**src/rtl/oserdes_lane_ctrl_if.sv**
```systemverilog
// Stream interface feeding one serializer lane: the source drives
// s_data/s_valid, the lane controller returns s_ready.
interface oserdes_lane_ctrl_if #(
  parameter int DATA_WIDTH = 8
);
  logic [DATA_WIDTH-1:0] s_data;
  logic                  s_valid;
  logic                  s_ready;

  modport master (output s_data, output s_valid, input s_ready);
  modport slave  (input s_data, input s_valid, output s_ready);
endinterface

```
**src/rtl/oserdes_lane_ctrl.sv**
```systemverilog
// Bring-up sequencer and word feeder for one OSERDESE2 output lane.
// Runs in the CLKDIV domain: holds the serializer in reset, lets it
// settle, emits a training word, then forwards stream data, substituting
// an idle word and counting each cycle the stream has nothing to give.
module oserdes_lane_ctrl #(
  parameter int                    DATA_WIDTH    = 8,
  parameter int                    RST_CYCLES    = 4,
  parameter int                    SETTLE_CYCLES = 8,
  parameter int                    TRAIN_CYCLES  = 16,
  parameter logic [DATA_WIDTH-1:0] TRAIN_PATTERN = DATA_WIDTH'(8'hF0),
  parameter logic [DATA_WIDTH-1:0] IDLE_PATTERN  = DATA_WIDTH'(8'h00),
  parameter int                    CNT_WIDTH     = 16
) (
  input  logic                  clk,
  input  logic                  rst_n,
  input  logic                  en,
  oserdes_lane_ctrl_if.slave    s,
  output logic [DATA_WIDTH-1:0] ser_d,
  output logic                  ser_rst,
  output logic                  ser_oce,
  output logic                  link_up,
  output logic [2:0]            state_o,
  output logic [CNT_WIDTH-1:0]  underflow_cnt,
  input  logic                  underflow_clr
);

  localparam int MAX_A = (RST_CYCLES > SETTLE_CYCLES) ? RST_CYCLES : SETTLE_CYCLES;
  localparam int MAX_N = (MAX_A > TRAIN_CYCLES) ? MAX_A : TRAIN_CYCLES;
  localparam int PH_W  = (MAX_N > 1) ? $clog2(MAX_N) : 1;

  localparam logic [PH_W-1:0] RST_LD    = PH_W'(RST_CYCLES - 1);
  localparam logic [PH_W-1:0] SETTLE_LD = PH_W'(SETTLE_CYCLES - 1);
  localparam logic [PH_W-1:0] TRAIN_LD  = PH_W'(TRAIN_CYCLES - 1);

  typedef enum logic [2:0] {
    ST_IDLE   = 3'd0,
    ST_RESET  = 3'd1,
    ST_SETTLE = 3'd2,
    ST_TRAIN  = 3'd3,
    ST_RUN    = 3'd4
  } state_t;

  state_t          state;
  logic [PH_W-1:0] phase;

  // Saturating increment: the counter sticks at all-ones instead of wrapping.
  function automatic logic [CNT_WIDTH-1:0] sat_inc(input logic [CNT_WIDTH-1:0] v);
    return (&v) ? v : v + 1'b1;
  endfunction

  // Control outputs come from the registered state only, so en/s_valid
  // never reach the serializer control pins combinationally.
  assign ser_rst   = (state == ST_IDLE) || (state == ST_RESET);
  assign ser_oce   = (state == ST_TRAIN) || (state == ST_RUN);
  assign link_up   = (state == ST_RUN);
  assign s.s_ready = (state == ST_RUN);
  assign state_o   = state;

  // Bring-up FSM; one shared down-counter times every timed state.
  always_ff @(posedge clk or negedge rst_n) begin
    if (!rst_n) begin
      state <= ST_IDLE;
      phase <= '0;
    end else if (state != ST_IDLE && !en) begin
      state <= ST_IDLE;
      phase <= '0;
    end else begin
      case (state)
        ST_IDLE: begin
          if (en) begin
            state <= ST_RESET;
            phase <= RST_LD;
          end
        end
        ST_RESET: begin
          if (phase == '0) begin
            state <= ST_SETTLE;
            phase <= SETTLE_LD;
          end else begin
            phase <= phase - 1'b1;
          end
        end
        ST_SETTLE: begin
          if (phase == '0) begin
            state <= ST_TRAIN;
            phase <= TRAIN_LD;
          end else begin
            phase <= phase - 1'b1;
          end
        end
        ST_TRAIN: begin
          if (phase == '0) begin
            state <= ST_RUN;
            phase <= '0;
          end else begin
            phase <= phase - 1'b1;
          end
        end
        ST_RUN: begin
          state <= ST_RUN;
        end
        default: begin
          state <= ST_IDLE;
          phase <= '0;
        end
      endcase
    end
  end

  // Serializer word register: chosen by the current state, one cycle behind acceptance.
  always_ff @(posedge clk or negedge rst_n) begin
    if (!rst_n) begin
      ser_d <= IDLE_PATTERN;
    end else begin
      case (state)
        ST_TRAIN: ser_d <= TRAIN_PATTERN;
        ST_RUN:   ser_d <= s.s_valid ? s.s_data : IDLE_PATTERN;
        default:  ser_d <= IDLE_PATTERN;
      endcase
    end
  end

  // Underflow counter: clear wins over increment; survives leaving RUN.
  always_ff @(posedge clk or negedge rst_n) begin
    if (!rst_n) begin
      underflow_cnt <= '0;
    end else if (underflow_clr) begin
      underflow_cnt <= '0;
    end else if (state == ST_RUN && !s.s_valid) begin
      underflow_cnt <= sat_inc(underflow_cnt);
    end
  end

endmodule

```
**src/flat_wrapper.sv**
```systemverilog
// flat-port wrapper written by rule: the top's interface ports become plain ports
module oserdes_lane_ctrl_flat 
#(
  parameter int                    DATA_WIDTH    = 8,
  parameter int                    RST_CYCLES    = 4,
  parameter int                    SETTLE_CYCLES = 8,
  parameter int                    TRAIN_CYCLES  = 16,
  parameter logic [DATA_WIDTH-1:0] TRAIN_PATTERN = DATA_WIDTH'(8'hF0),
  parameter logic [DATA_WIDTH-1:0] IDLE_PATTERN  = DATA_WIDTH'(8'h00),
  parameter int                    CNT_WIDTH     = 16
)
  (clk, rst_n, en, ser_d, ser_rst, ser_oce, link_up, state_o, underflow_cnt, underflow_clr, s_s_data, s_s_valid, s_s_ready);
  oserdes_lane_ctrl_if #(.DATA_WIDTH(DATA_WIDTH)) s_i ();
  input  logic clk;
  input  logic rst_n;
  input  logic en;
  output logic [DATA_WIDTH-1:0] ser_d;
  output logic ser_rst;
  output logic ser_oce;
  output logic link_up;
  output logic [2:0] state_o;
  output logic [CNT_WIDTH-1:0] underflow_cnt;
  input  logic underflow_clr;
  input wire logic [$bits(s_i.s_data)-1:0] s_s_data;
  input wire logic [$bits(s_i.s_valid)-1:0] s_s_valid;
  output wire logic [$bits(s_i.s_ready)-1:0] s_s_ready;
  assign s_i.s_data = s_s_data;
  assign s_i.s_valid = s_s_valid;
  assign s_s_ready = s_i.s_ready;
  oserdes_lane_ctrl #(.DATA_WIDTH(DATA_WIDTH), .RST_CYCLES(RST_CYCLES), .SETTLE_CYCLES(SETTLE_CYCLES), .TRAIN_CYCLES(TRAIN_CYCLES), .TRAIN_PATTERN(TRAIN_PATTERN), .IDLE_PATTERN(IDLE_PATTERN), .CNT_WIDTH(CNT_WIDTH)) u_core (.clk(clk), .rst_n(rst_n), .en(en), .s(s_i), .ser_d(ser_d), .ser_rst(ser_rst), .ser_oce(ser_oce), .link_up(link_up), .state_o(state_o), .underflow_cnt(underflow_cnt), .underflow_clr(underflow_clr));
endmodule
```
**config.mk**
```make
export PLATFORM = sky130hd
export DESIGN_NAME = oserdes_lane_ctrl_flat
export DESIGN_NICKNAME = d
export VERILOG_FILES = /design/src/rtl/oserdes_lane_ctrl_if.sv /design/src/rtl/oserdes_lane_ctrl.sv /design/src/flat_wrapper.sv
export SDC_FILE = /design/constraint.sdc
export NUM_CORES = 1
export LEC_CHECK = 0
export ABC_CLOCK_PERIOD_IN_PS = 1900
export CAP_MARGIN = 20
export CORE_AREA = 2 2 66 68
export CTS_CLUSTER_SIZE = 8
export DETAILED_ROUTE_END_ITERATION = 7
export DIE_AREA = 0 0 68 70
export DONT_BUFFER_PORTS = 1
export PLACE_DENSITY = 0.61
export SLEW_MARGIN = 0
export SYNTH_ARGS = -nofsm -noshare
export SYNTH_HDL_FRONTEND = slang
export SYNTH_SLANG_ARGS = --single-unit
```
**constraint.sdc**
```tcl
create_clock -name clk -period 1.9 [get_ports clk]
set_input_delay 0.285 -clock clk [delete_from_list [all_inputs] [get_ports clk]]
set_output_delay 0.285 -clock clk [all_outputs]
set_load 0.01 [all_outputs]
```
==> impl_metrics.toml <==
[drt]
routedWlPerCell_um = 15.34
drt-initial-drc-count = 126
vias = 1387
viasPerCell = 5.684
postRouteAntennaNets = 0
wl_um = 3742
drc_errors = 0
firstDrtPassIters = 4

[finish]
num-fill-cells = 403
area_delta_synth_final_pct = 16.13
layout-drive-gt1-share = 0.1979
stdcell_area_um2 = 1973
nets = 207
diodes = 0

[floorplan]
die_y_um = 70
core-area_um2 = 4144
dieArea_um2 = 4760
ios = 44
start_util = 0.4100
row_count = 24
die_w_um = 68

[setup_path]
worstSetupEndpointType = "flop"
worstPathArrival_ns = 2.00
required_ns = 2.10
crit_path_start_kind = "flop"
r2r_start = "u_core.underflow_cnt[1]"
cp_max_fo = 14
rr_endpoint = "u_core.underflow_cnt[5]"
r2r_slack_ns = 0.10
critPathKind = "flop to flop"
reg2regPathDepth = 5

[logic_synthesis]
synthMuxAreaShare = 0.006627
synth_compound_area_frac = 0.1657
synth_fa_ha_area_frac = 0.02209
avgSynthCellArea_um2 = 9.879
syn_nets = 188
synth_area_um2 = 1699
synth-simple-area-share = 0.2798
synth-async-reset-ratio = 1.000
ys_seq_area_frac = 0.4566
synthFlopType = "dfrtp_1"
synth_top_family_by_area = "simple AND/OR/NAND/NOR gates"
synth_xor_area_frac = 0.005155
synth_edf_count = 0
synth_cell_types = 44
synth_warnings = 0
syn_inst = 172
ys_ff_latch = 31

[placed_design]
hpwl_um = 2766
gp_congestion = 0.8153
io_buffer_count = 0
dpl_cell_area_um2 = 1821

[worst_hold_path]
min_path_type = "input pin to flop"
holdPathStages = 1
hold_path_end = "u_core.underflow_cnt[1]"
min_from = "underflow_clr"

[sta]
setup_violations = 0
fmax_ghz = 0.5566
relSlewSlack = 0.6951
maxSlewViolCount = 0
hold_ws_ns = 0.05502
hold_viol = 0
period_share = 0.9455
worstMarginPinSlew_ns = 0.4525
rsz0062_at_grt = "no"
finalClockSkew_ns = 0.01274
finalCriticalPeriod_ns = 1.796

[grt]
grt_pass1_wl_um = 6154
grt_usage = 0.1680
antenna_found_initial = 0
grt_pass1_vias = 1369
grt-ovfl-total = 0
grt_max_degree = 32

[clock_tree]
clockBufferDepth = 2
h-tree-depth = 2
clkLatencyLatePin_ns = 0.29
cts_buffers = 5
cts_root_buf = "clkbuf_8"
clock-sinks = 31
clk_pin_slew_ns = 0.07
cts_tree = "yes"

[outcome]
status = "finished clean"

[power_and_ir_drop]
vdd_drop_max_uv = 713.1
leakagePower_nw = 0.8380
p_per_area_nw_per_um2 = 995.9
total_power_mw = 1.965

[flow_run]
timing.max_cap.violations = 0
worst max-delay path, cell delays in order, from the launching register on:
cell      delay [ns]
dfrtp_1         0.38
ha_1            0.20
and3_2          0.20
and4bb_4        0.26
or4_1           0.48
a21oi_1         0.18
where the power goes:
group | switching, mW | leakage [nW] | internal (mW) | total (mW)
logic | 0.267 | 0.353 | 0.212 | 0.479
clock network | 0.241 | 0.0612 | 0.424 | 0.665
registers | 0.0905 | 0.423 | 0.731 | 0.822
total | 0.598 | 0.838 | 1.37 | 1.97
cell type report:
type                    instances  area (um^2)  area share
flip-flops and latches         31        777.0      0.3938
inverters                       8        30.03     0.01522
clock buffers                   6        82.58     0.04185
well taps                      52        65.06     0.03297
multi-input cells             125        818.3      0.4147
clock inverters                 2        35.03     0.01776
repair buffers                 20        165.2     0.08370
sequential cells by signal, summed over array words and instances, names as in the netlist:
signal and flops:
u_core.phase 4, u_core.underflow_cnt 16, u_core.state_o 3, u_core.ser_d 8
what timing repair did:
action / in CTS / in global routing
gates resized for setup: 1 / 2
endpoints found under the hold margin: 31 / 0
pin swaps: 0 / 1
buffers inserted: 0 / 0
endpoints found under the setup margin: 1 / 8
hold buffers: 2 / 0
cell usage in the layout (no fill, tap or decap), types with 2 or more instances in the layout:
cell	synthesis	routed
a21oi_1	18	18
and2_1	5	5
and3_2	2	2
and4_1	2	2
buf_4	1	18
clkbuf_8	3	6
dfrtp_1	31	30
ha_1	3	3
inv_1	8	8
nand2_1	15	15
nand2b_1	3	3
nand3_1	6	6
nand3_2	2	2
nand3b_1	2	2
nand4_1	3	3
nor2_1	8	8
nor2b_1	2	2
nor3_1	2	2
nor3b_1	2	2
o21ai_0	7	7
o31ai_1	11	11
or3_1	3	3
or4_1	10	10
kinds of logic (layout without fill, tap and decap cells):
logic type / after synthesis / after routing
fa+ha+maj: 3 / 3
mux: 1 / 1
compound gates: 45 / 45
simple gates: 75 / 75
buf+inv: 16 / 36
flops: 31 / 31
xor+xnor: 1 / 1
layer usage:
metal  routed length [um]  share of wire  global-route usage  up-vias
met3                  230          0.061             0.06602        7
met5                    0              0                   0        -
met4                   61          0.016             0.05111        0
li1                     -              -                   -      676
met1                 1540           0.41              0.1964      674
met2                 1909           0.51              0.2783       30
stage by stage:
step | util | TNS [ns] | setup WS (ns) | instances
5_1_grt | 0.4761 | 0 | 0.001438 | 244
3_3_place_gp | 0.4393 | 0 | 0.1141 | 234
4_1_cts | 0.4749 | 0 | 0.01381 | 244
6_report | 0.4761 | 0 | 0.1035 | 244
3_5_place_dp | 0.4393 | -0.001796 | -0.001796 | 234
2_1_floorplan | - | 0 | 0.1083 | 172
worst max path at each step:
stage,start,to,slack (ns),cells after the start
after floorplan,u_core.state_o[0],u_core.underflow_cnt[15],0.11,5
after global placement,u_core.underflow_cnt[0],u_core.underflow_cnt[5],0.11,5
after detailed placement,u_core.underflow_cnt[0],u_core.underflow_cnt[5],-0.002,5
after CTS,u_core.underflow_cnt[1],u_core.underflow_cnt[5],0.01,5
after global routing,u_core.state_o[0],u_core.underflow_cnt[14],0.001,5
final,u_core.underflow_cnt[1],u_core.underflow_cnt[5],0.10,5
cells in the mapped netlist, types with 3 or more instances:
library cell   n  area, um^2
a21oi_1       18       90.09
and2_1         5       31.28
clkbuf_8       3       41.29
dfrtp_1       31       775.7
ha_1           3       37.54
inv_1          8       30.03
nand2_1       15       56.30
nand2b_1       3       18.77
nand3_1        6       30.03
nand4_1        3       18.77
nor2_1         8       30.03
o21ai_0        7       35.03
o31ai_1       11       82.58
or3_1          3       18.77
or4_1         10       75.07
No activity file was read; power rests on OpenSTA's default activity.
